[src/rtl/apb_cmd_seq_pkg.sv]
// Shared types and register map for the APB command sequencer.
package apb_cmd_seq_pkg;

  // Storage width of a queued command; the top narrows/widens to its own parameters.
  localparam int CMD_ADDR_W = 32;
  localparam int CMD_DATA_W = 32;

  typedef enum logic [1:0] {
    IDLE,
    SETUP,
    ACCESS,
    RESP
  } state_t;

  typedef struct packed {
    logic                  write;
    logic [CMD_ADDR_W-1:0] addr;
    logic [CMD_DATA_W-1:0] wdata;
  } cmd_t;

  // Subtractor slave register map.
  localparam logic [CMD_ADDR_W-1:0] START_ADDR  = 32'h0;
  localparam logic [CMD_ADDR_W-1:0] SUB_ADDR    = 32'h4;
  localparam logic [CMD_ADDR_W-1:0] CTRL_ADDR   = 32'h8;
  localparam logic [CMD_ADDR_W-1:0] RESULT_ADDR = 32'hC;

endpackage

[src/rtl/apb_cmd_seq_fifo.sv]
// Circular command buffer: DEPTH entries (power of 2), pointers wrap naturally.
// Head entry is presented combinationally so the sequencer can load it on pop.
module apb_cmd_fifo
  import apb_cmd_seq_pkg::*;
#(
  parameter int DEPTH = 4
) (
  input  logic                     i_clk,
  input  logic                     i_rst_n,
  input  logic                     i_push,
  input  logic                     i_pop,
  input  cmd_t                     i_din,
  output cmd_t                     o_dout,
  output logic [$clog2(DEPTH):0]   o_count,
  output logic                     o_full,
  output logic                     o_empty
);

  localparam int AW = $clog2(DEPTH);
  localparam int CW = AW + 1;

  cmd_t          r_mem [DEPTH];
  logic [AW-1:0] r_wr_ptr;
  logic [AW-1:0] r_rd_ptr;
  logic [CW-1:0] r_count;
  logic          w_push;
  logic          w_pop;

  // Guard against overflow/underflow regardless of the caller.
  assign w_push  = i_push & ~o_full;
  assign w_pop   = i_pop & ~o_empty;
  assign o_full  = (r_count == CW'(DEPTH));
  assign o_empty = (r_count == '0);
  assign o_count = r_count;
  assign o_dout  = r_mem[r_rd_ptr];

  // Storage array: no reset needed, contents are only read when count says valid.
  always_ff @(posedge i_clk) begin
    if (w_push) begin
      r_mem[r_wr_ptr] <= i_din;
    end
  end

  // Pointer and occupancy tracking; push+pop together leaves count unchanged.
  always_ff @(posedge i_clk or negedge i_rst_n) begin
    if (!i_rst_n) begin
      r_wr_ptr <= '0;
      r_rd_ptr <= '0;
      r_count  <= '0;
    end else begin
      if (w_push) r_wr_ptr <= r_wr_ptr + 1'b1;
      if (w_pop)  r_rd_ptr <= r_rd_ptr + 1'b1;
      case ({w_push, w_pop})
        2'b10:   r_count <= r_count + 1'b1;
        2'b01:   r_count <= r_count - 1'b1;
        default: r_count <= r_count;
      endcase
    end
  end

endmodule

[src/rtl/apb_cmd_seq.sv]
// Command sequencer feeding the request side of an APB master.
// Commands are queued in apb_cmd_fifo and issued one at a time; reads return
// through a valid/ready port, writes signal completion with wr_done.
// Optional macro APB_CMD_SEQ_TIMEOUT_EN: aborts an ACCESS phase after TIMEOUT
// cycles without PREADY and sets the sticky err flag.
module apb_cmd_seq
  import apb_cmd_seq_pkg::*;
#(
  parameter int ADDR_W  = 32,
  parameter int DATA_W  = 32,
  parameter int DEPTH   = 4,
  parameter int TIMEOUT = 16
) (
  input  logic              PCLK,
  input  logic              PRESET,
  input  logic              cmd_valid,
  output logic              cmd_ready,
  input  logic              cmd_write,
  input  logic [ADDR_W-1:0] cmd_addr,
  input  logic [DATA_W-1:0] cmd_wdata,
  output logic              REQ_MASTER,
  output logic              PWRITE_MASTER,
  output logic [ADDR_W-1:0] PADDR_MASTER,
  output logic [DATA_W-1:0] PWDATA_MASTER,
  input  logic              PSEL,
  input  logic              PENABLE,
  input  logic              PREADY,
  input  logic [DATA_W-1:0] PRDATA_MASTER,
  output logic              rsp_valid,
  input  logic              rsp_ready,
  output logic [DATA_W-1:0] rsp_data,
  output logic              wr_done,
  output logic              busy,
  output logic              err
);

  state_t                r_state;
  logic                  r_req;
  logic                  r_pwrite;
  logic [ADDR_W-1:0]     r_paddr;
  logic [DATA_W-1:0]     r_pwdata;
  logic                  r_rsp_valid;
  logic [DATA_W-1:0]     r_rsp_data;
  logic                  r_wr_done;

  cmd_t                  w_push_cmd;
  cmd_t                  w_head;
  logic [$clog2(DEPTH):0] w_count;
  logic                  w_full;
  logic                  w_empty;
  logic                  w_push;
  logic                  w_pop;
  logic                  w_xfer_done;

  assign w_push_cmd.write = cmd_write;
  assign w_push_cmd.addr  = CMD_ADDR_W'(cmd_addr);
  assign w_push_cmd.wdata = CMD_DATA_W'(cmd_wdata);

  // cmd_ready comes from the registered count, so a pop never frees a slot early.
  assign cmd_ready   = ~w_full;
  assign w_push      = cmd_valid & cmd_ready;
  assign w_pop       = (r_state == IDLE) & ~w_empty;
  assign w_xfer_done = PSEL & PENABLE & PREADY;

  apb_cmd_fifo #(
    .DEPTH (DEPTH)
  ) u_fifo (
    .i_clk   (PCLK),
    .i_rst_n (PRESET),
    .i_push  (w_push),
    .i_pop   (w_pop),
    .i_din   (w_push_cmd),
    .o_dout  (w_head),
    .o_count (w_count),
    .o_full  (w_full),
    .o_empty (w_empty)
  );

  assign REQ_MASTER    = r_req;
  assign PWRITE_MASTER = r_pwrite;
  assign PADDR_MASTER  = r_paddr;
  assign PWDATA_MASTER = r_pwdata;
  assign rsp_valid     = r_rsp_valid;
  assign rsp_data      = r_rsp_data;
  assign wr_done       = r_wr_done;
  assign busy          = (r_state != IDLE) | (w_count != '0);

`ifdef APB_CMD_SEQ_TIMEOUT_EN
  localparam int TCW = $clog2(TIMEOUT + 1);
  logic [TCW-1:0] r_tcnt;
  logic           r_err;
  assign err = r_err;
`else
  assign err = 1'b0;
`endif

  // Transfer sequencing: one command in flight, request outputs only reload on IDLE->SETUP.
  always_ff @(posedge PCLK or negedge PRESET) begin
    if (!PRESET) begin
      r_state     <= IDLE;
      r_req       <= 1'b0;
      r_pwrite    <= 1'b0;
      r_paddr     <= '0;
      r_pwdata    <= '0;
      r_rsp_valid <= 1'b0;
      r_rsp_data  <= '0;
      r_wr_done   <= 1'b0;
`ifdef APB_CMD_SEQ_TIMEOUT_EN
      r_tcnt      <= '0;
      r_err       <= 1'b0;
`endif
    end else begin
      r_wr_done <= 1'b0;
      case (r_state)
        IDLE: begin
          if (!w_empty) begin
            r_req    <= 1'b1;
            r_pwrite <= w_head.write;
            r_paddr  <= ADDR_W'(w_head.addr);
            r_pwdata <= DATA_W'(w_head.wdata);
            r_state  <= SETUP;
          end
        end
        SETUP: begin
          if (PSEL && !PENABLE) begin
            r_state <= ACCESS;
`ifdef APB_CMD_SEQ_TIMEOUT_EN
            r_tcnt  <= '0;
`endif
          end
        end
        ACCESS: begin
          if (w_xfer_done) begin
            r_req <= 1'b0;
            if (r_pwrite) begin
              r_wr_done <= 1'b1;
              r_state   <= IDLE;
            end else begin
              r_rsp_data  <= PRDATA_MASTER;
              r_rsp_valid <= 1'b1;
              r_state     <= RESP;
            end
          end
`ifdef APB_CMD_SEQ_TIMEOUT_EN
          // Slave never answered: drop the command silently and flag it.
          else if (r_tcnt == TCW'(TIMEOUT - 1)) begin
            r_req   <= 1'b0;
            r_err   <= 1'b1;
            r_state <= IDLE;
          end else begin
            r_tcnt <= r_tcnt + 1'b1;
          end
`endif
        end
        RESP: begin
          if (rsp_ready) begin
            r_rsp_valid <= 1'b0;
            r_state     <= IDLE;
          end
        end
        default: r_state <= IDLE;
      endcase
    end
  end

endmodule

[config.mk]
export PLATFORM = sky130hd
export DESIGN_NAME = apb_cmd_seq
export DESIGN_NICKNAME = d
export VERILOG_FILES = /design/src/rtl/apb_cmd_seq_pkg.sv /design/src/rtl/apb_cmd_seq_fifo.sv /design/src/rtl/apb_cmd_seq.sv
export SDC_FILE = /design/constraint.sdc
export NUM_CORES = 1
export LEC_CHECK = 0
export CAP_MARGIN = 25
export CORE_MARGIN = 2
export CORE_UTILIZATION = 49
export DETAILED_ROUTE_END_ITERATION = 12
export PLACE_DENSITY = 0.77
export SLEW_MARGIN = 10
export SYNTH_ARGS = -nofsm -noshare
export SYNTH_HDL_FRONTEND = slang
export SYNTH_SLANG_ARGS = --single-unit
[constraint.sdc]
create_clock -name PCLK -period 2.4 [get_ports PCLK]
set_input_delay 0.24 -clock PCLK [delete_from_list [all_inputs] [get_ports PCLK]]
set_output_delay 0.24 -clock PCLK [all_outputs]
set_load 0.05 [all_outputs]
==> impl_metrics.env <==
export IMPL_mappedNetlistArea_um2=13800
export IMPL_cts_sinks=369
export IMPL_vias=6616
export IMPL_cp_arrival_ns=2.05
export IMPL_drive_gt1_frac=0.280
export IMPL_viasPerCell=5.25
export IMPL_portBuffers=205
export IMPL_required_ns=2.16
export IMPL_finClkSkew_ns=0.0164
export IMPL_wl_mm=26.4
export IMPL_core_um2=27700
export IMPL_avgSynthCellArea_um2=22.6
export IMPL_critPathLaunchType="register"
export IMPL_stdcell_count=1261
export IMPL_synth_edf_count=260
export IMPL_grt_util_all_layers=0.182
export IMPL_drv_slew=0
export IMPL_worstSetupEndpointType="output port"
export IMPL_rsz0062_at_grt="false"
export IMPL_peakVddDrop_uv=932
export IMPL_drt_iter0_drc=408
export IMPL_grt_max_degree=69
export IMPL_syn_inst=610
export IMPL_min_period_ns=2.29
export IMPL_leakage_uw=0.00645
export IMPL_tns_ns=0
export IMPL_ys_seq_elements=369
export IMPL_power_density_nw_per_um2=1420
export IMPL_holdWs_ns=0.263
export IMPL_setup_viol_count_final=0
export IMPL_cts_setup_buffers=0
export IMPL_ios=207
export IMPL_dp_hpwl_mm=16.4
export IMPL_ant_nets=0
export IMPL_final_core_util=0.640
export IMPL_grt_pass1_vias=7140
export IMPL_synth_fp_nets=720
export IMPL_cts_tree="done"
export IMPL_hp_class="input port to asynchronous set/reset pin"
export IMPL_die_x_um=172
export IMPL_antenna_found_initial=2
export IMPL_ys_seq_area_frac=0.764
export IMPL_crit_fanout=4
export IMPL_total_power_uw=25300
export IMPL_fmax_mhz=437
export IMPL_die_h_um=172
export IMPL_die_area_um2=29500
export IMPL_overflow=0
export IMPL_nets=961
export IMPL_max_slew_margin_rel=0.610
export IMPL_clk_latency_ns=0.52
export IMPL_cap_violations=0
export IMPL_cts_root_buf="clkbuf_16"
export IMPL_num_rows=61
export IMPL_tightest_slew_ns=0.585
export IMPL_hold_viol_final=0
export IMPL_async_reset_ff_frac=0.295
export IMPL_drcViolationCount=0
export IMPL_routedWlPerCell_um=20.9
export IMPL_synthFlopType="edfxtp_1"
export IMPL_clk_pin_slew_ns=0.06
export IMPL_cts_buffers=39
export IMPL_status="finished clean"
export IMPL_layout_common_cells="260 x edfxtp_1, 202 x clkdlybuf4s50_1, 107 x dfrtp_1"
export IMPL_htreeDepth=2
export IMPL_grt_first_pass_wirelength_mm=40.5
export IMPL_dr_pass1_iters=6
export IMPL_final_common_cell="edfxtp_1"
export IMPL_yosys_warnings=0
export IMPL_clk_path_buf_depth=3
export IMPL_finalCritPeriodShare=0.953
export IMPL_placed_cells=1187
export IMPL_netlist_cell_type_count=32
export IMPL_areaGrowthSynthToFinish_pct=28.6
export IMPL_criticalPathCategory="register to output port"
export IMPL_initial_core_util=0.498
export IMPL_gp_congestion=0.750
## stage by stage
stage,setup WS (ns),cell area (µm²)
after global placement,0.172,16500
after CTS,0.0217,17700
final,0.113,17700
after detailed placement,0.113,16500
after floorplan,0.118,13800
after global routing,0.00256,17700
## area by class of cell
class                      instances  area (µm²)
multi-input combinational        205        3030
tap                              378         473
sequential                       369       10500
clock inverter                    11        93.8
clock buffer                      61        1130
antenna                            1        2.50
timing repair buffer             227        2420
fill                            1861        9980
inverter                           9        33.8
## path summary, 6_finish.rpt
path                                         from                end  slack, ns  depth (start not counted)
worst max-delay path            u_fifo.o_count[0]               busy       0.11                          3
min in group PCLK               PRDATA_MASTER[30]       rsp_data[30]       0.34                          2
worst max register to register  u_fifo.o_count[0]  u_fifo.o_count[2]       0.11                          9
worst min register to register          rsp_valid          rsp_valid       0.48                          2
worst min-delay path                       PRESET       rsp_data[26]       0.26                          2
max in group asynchronous                  PRESET    PADDR_MASTER[6]       1.49                          3
## critical path, stage by stage, from the launching register on
cell	delay, ns
dfrtp_1	0.41
or3_1	0.45
or3_1	0.33
clkdlybuf4s15_2	0.34
## flip-flops by register name, indices dropped and copies added, names as in the netlist, 2 cells and up
register	flops
r_state	2
u_fifo.r_rd_ptr	2
u_fifo.o_count	3
PWDATA_MASTER	32
u_fifo.r_mem	260
rsp_data	32
u_fifo.r_wr_ptr	2
PADDR_MASTER	32
## power by group
part,leakage [µW],internal [µW],switching (µW)
Combinational,0.00215,4400,5540
Sequential,0.00370,8760,899
Clock,0.000596,3360,2300
Total,0.00645,16500,8740
## cells in the mapped netlist (all sizes together) (3+ instances only)
master | number | area share
and3 | 4 | 0.0018
buf | 25 | 0.015
dfrtp | 109 | 0.20
edfxtp | 260 | 0.57
ha | 5 | 0.0045
inv | 9 | 0.0025
mux2 | 98 | 0.089
mux4 | 65 | 0.11
nand2 | 6 | 0.0018
nand3 | 4 | 0.0015
or3 | 3 | 0.0014
xnor2 | 4 | 0.0025
## cells by family (layout without fill, tap and decap cells)
logic type	count (synthesis)	after routing	share of synthesized area
flops	369	369	0.764
mux	164	164	0.196
buf+inv	36	308	0.0181
simple gates	24	24	0.00944
fa+ha+maj	6	6	0.00599
xor+xnor	6	6	0.00381
compound gates	4	4	0.00200
other cells	1	2	0.000272
## layer usage
layer	global-route usage	vias up	share of wire
li1	-	2928	-
met1	0.242	3434	0.42
met2	0.302	223	0.49
met3	0.0479	31	0.075
met4	0.0438	0	0.016
met5	0	-	0
## repair_timing
action | 4_1_cts | 5_1_grt
hold buffers | 1 | 0
resized for setup | 3 | 1
endpoints found under the hold margin | 35 | 0
endpoints found under the setup margin | 1 | 1
Power figures use the tool's default switching activity.
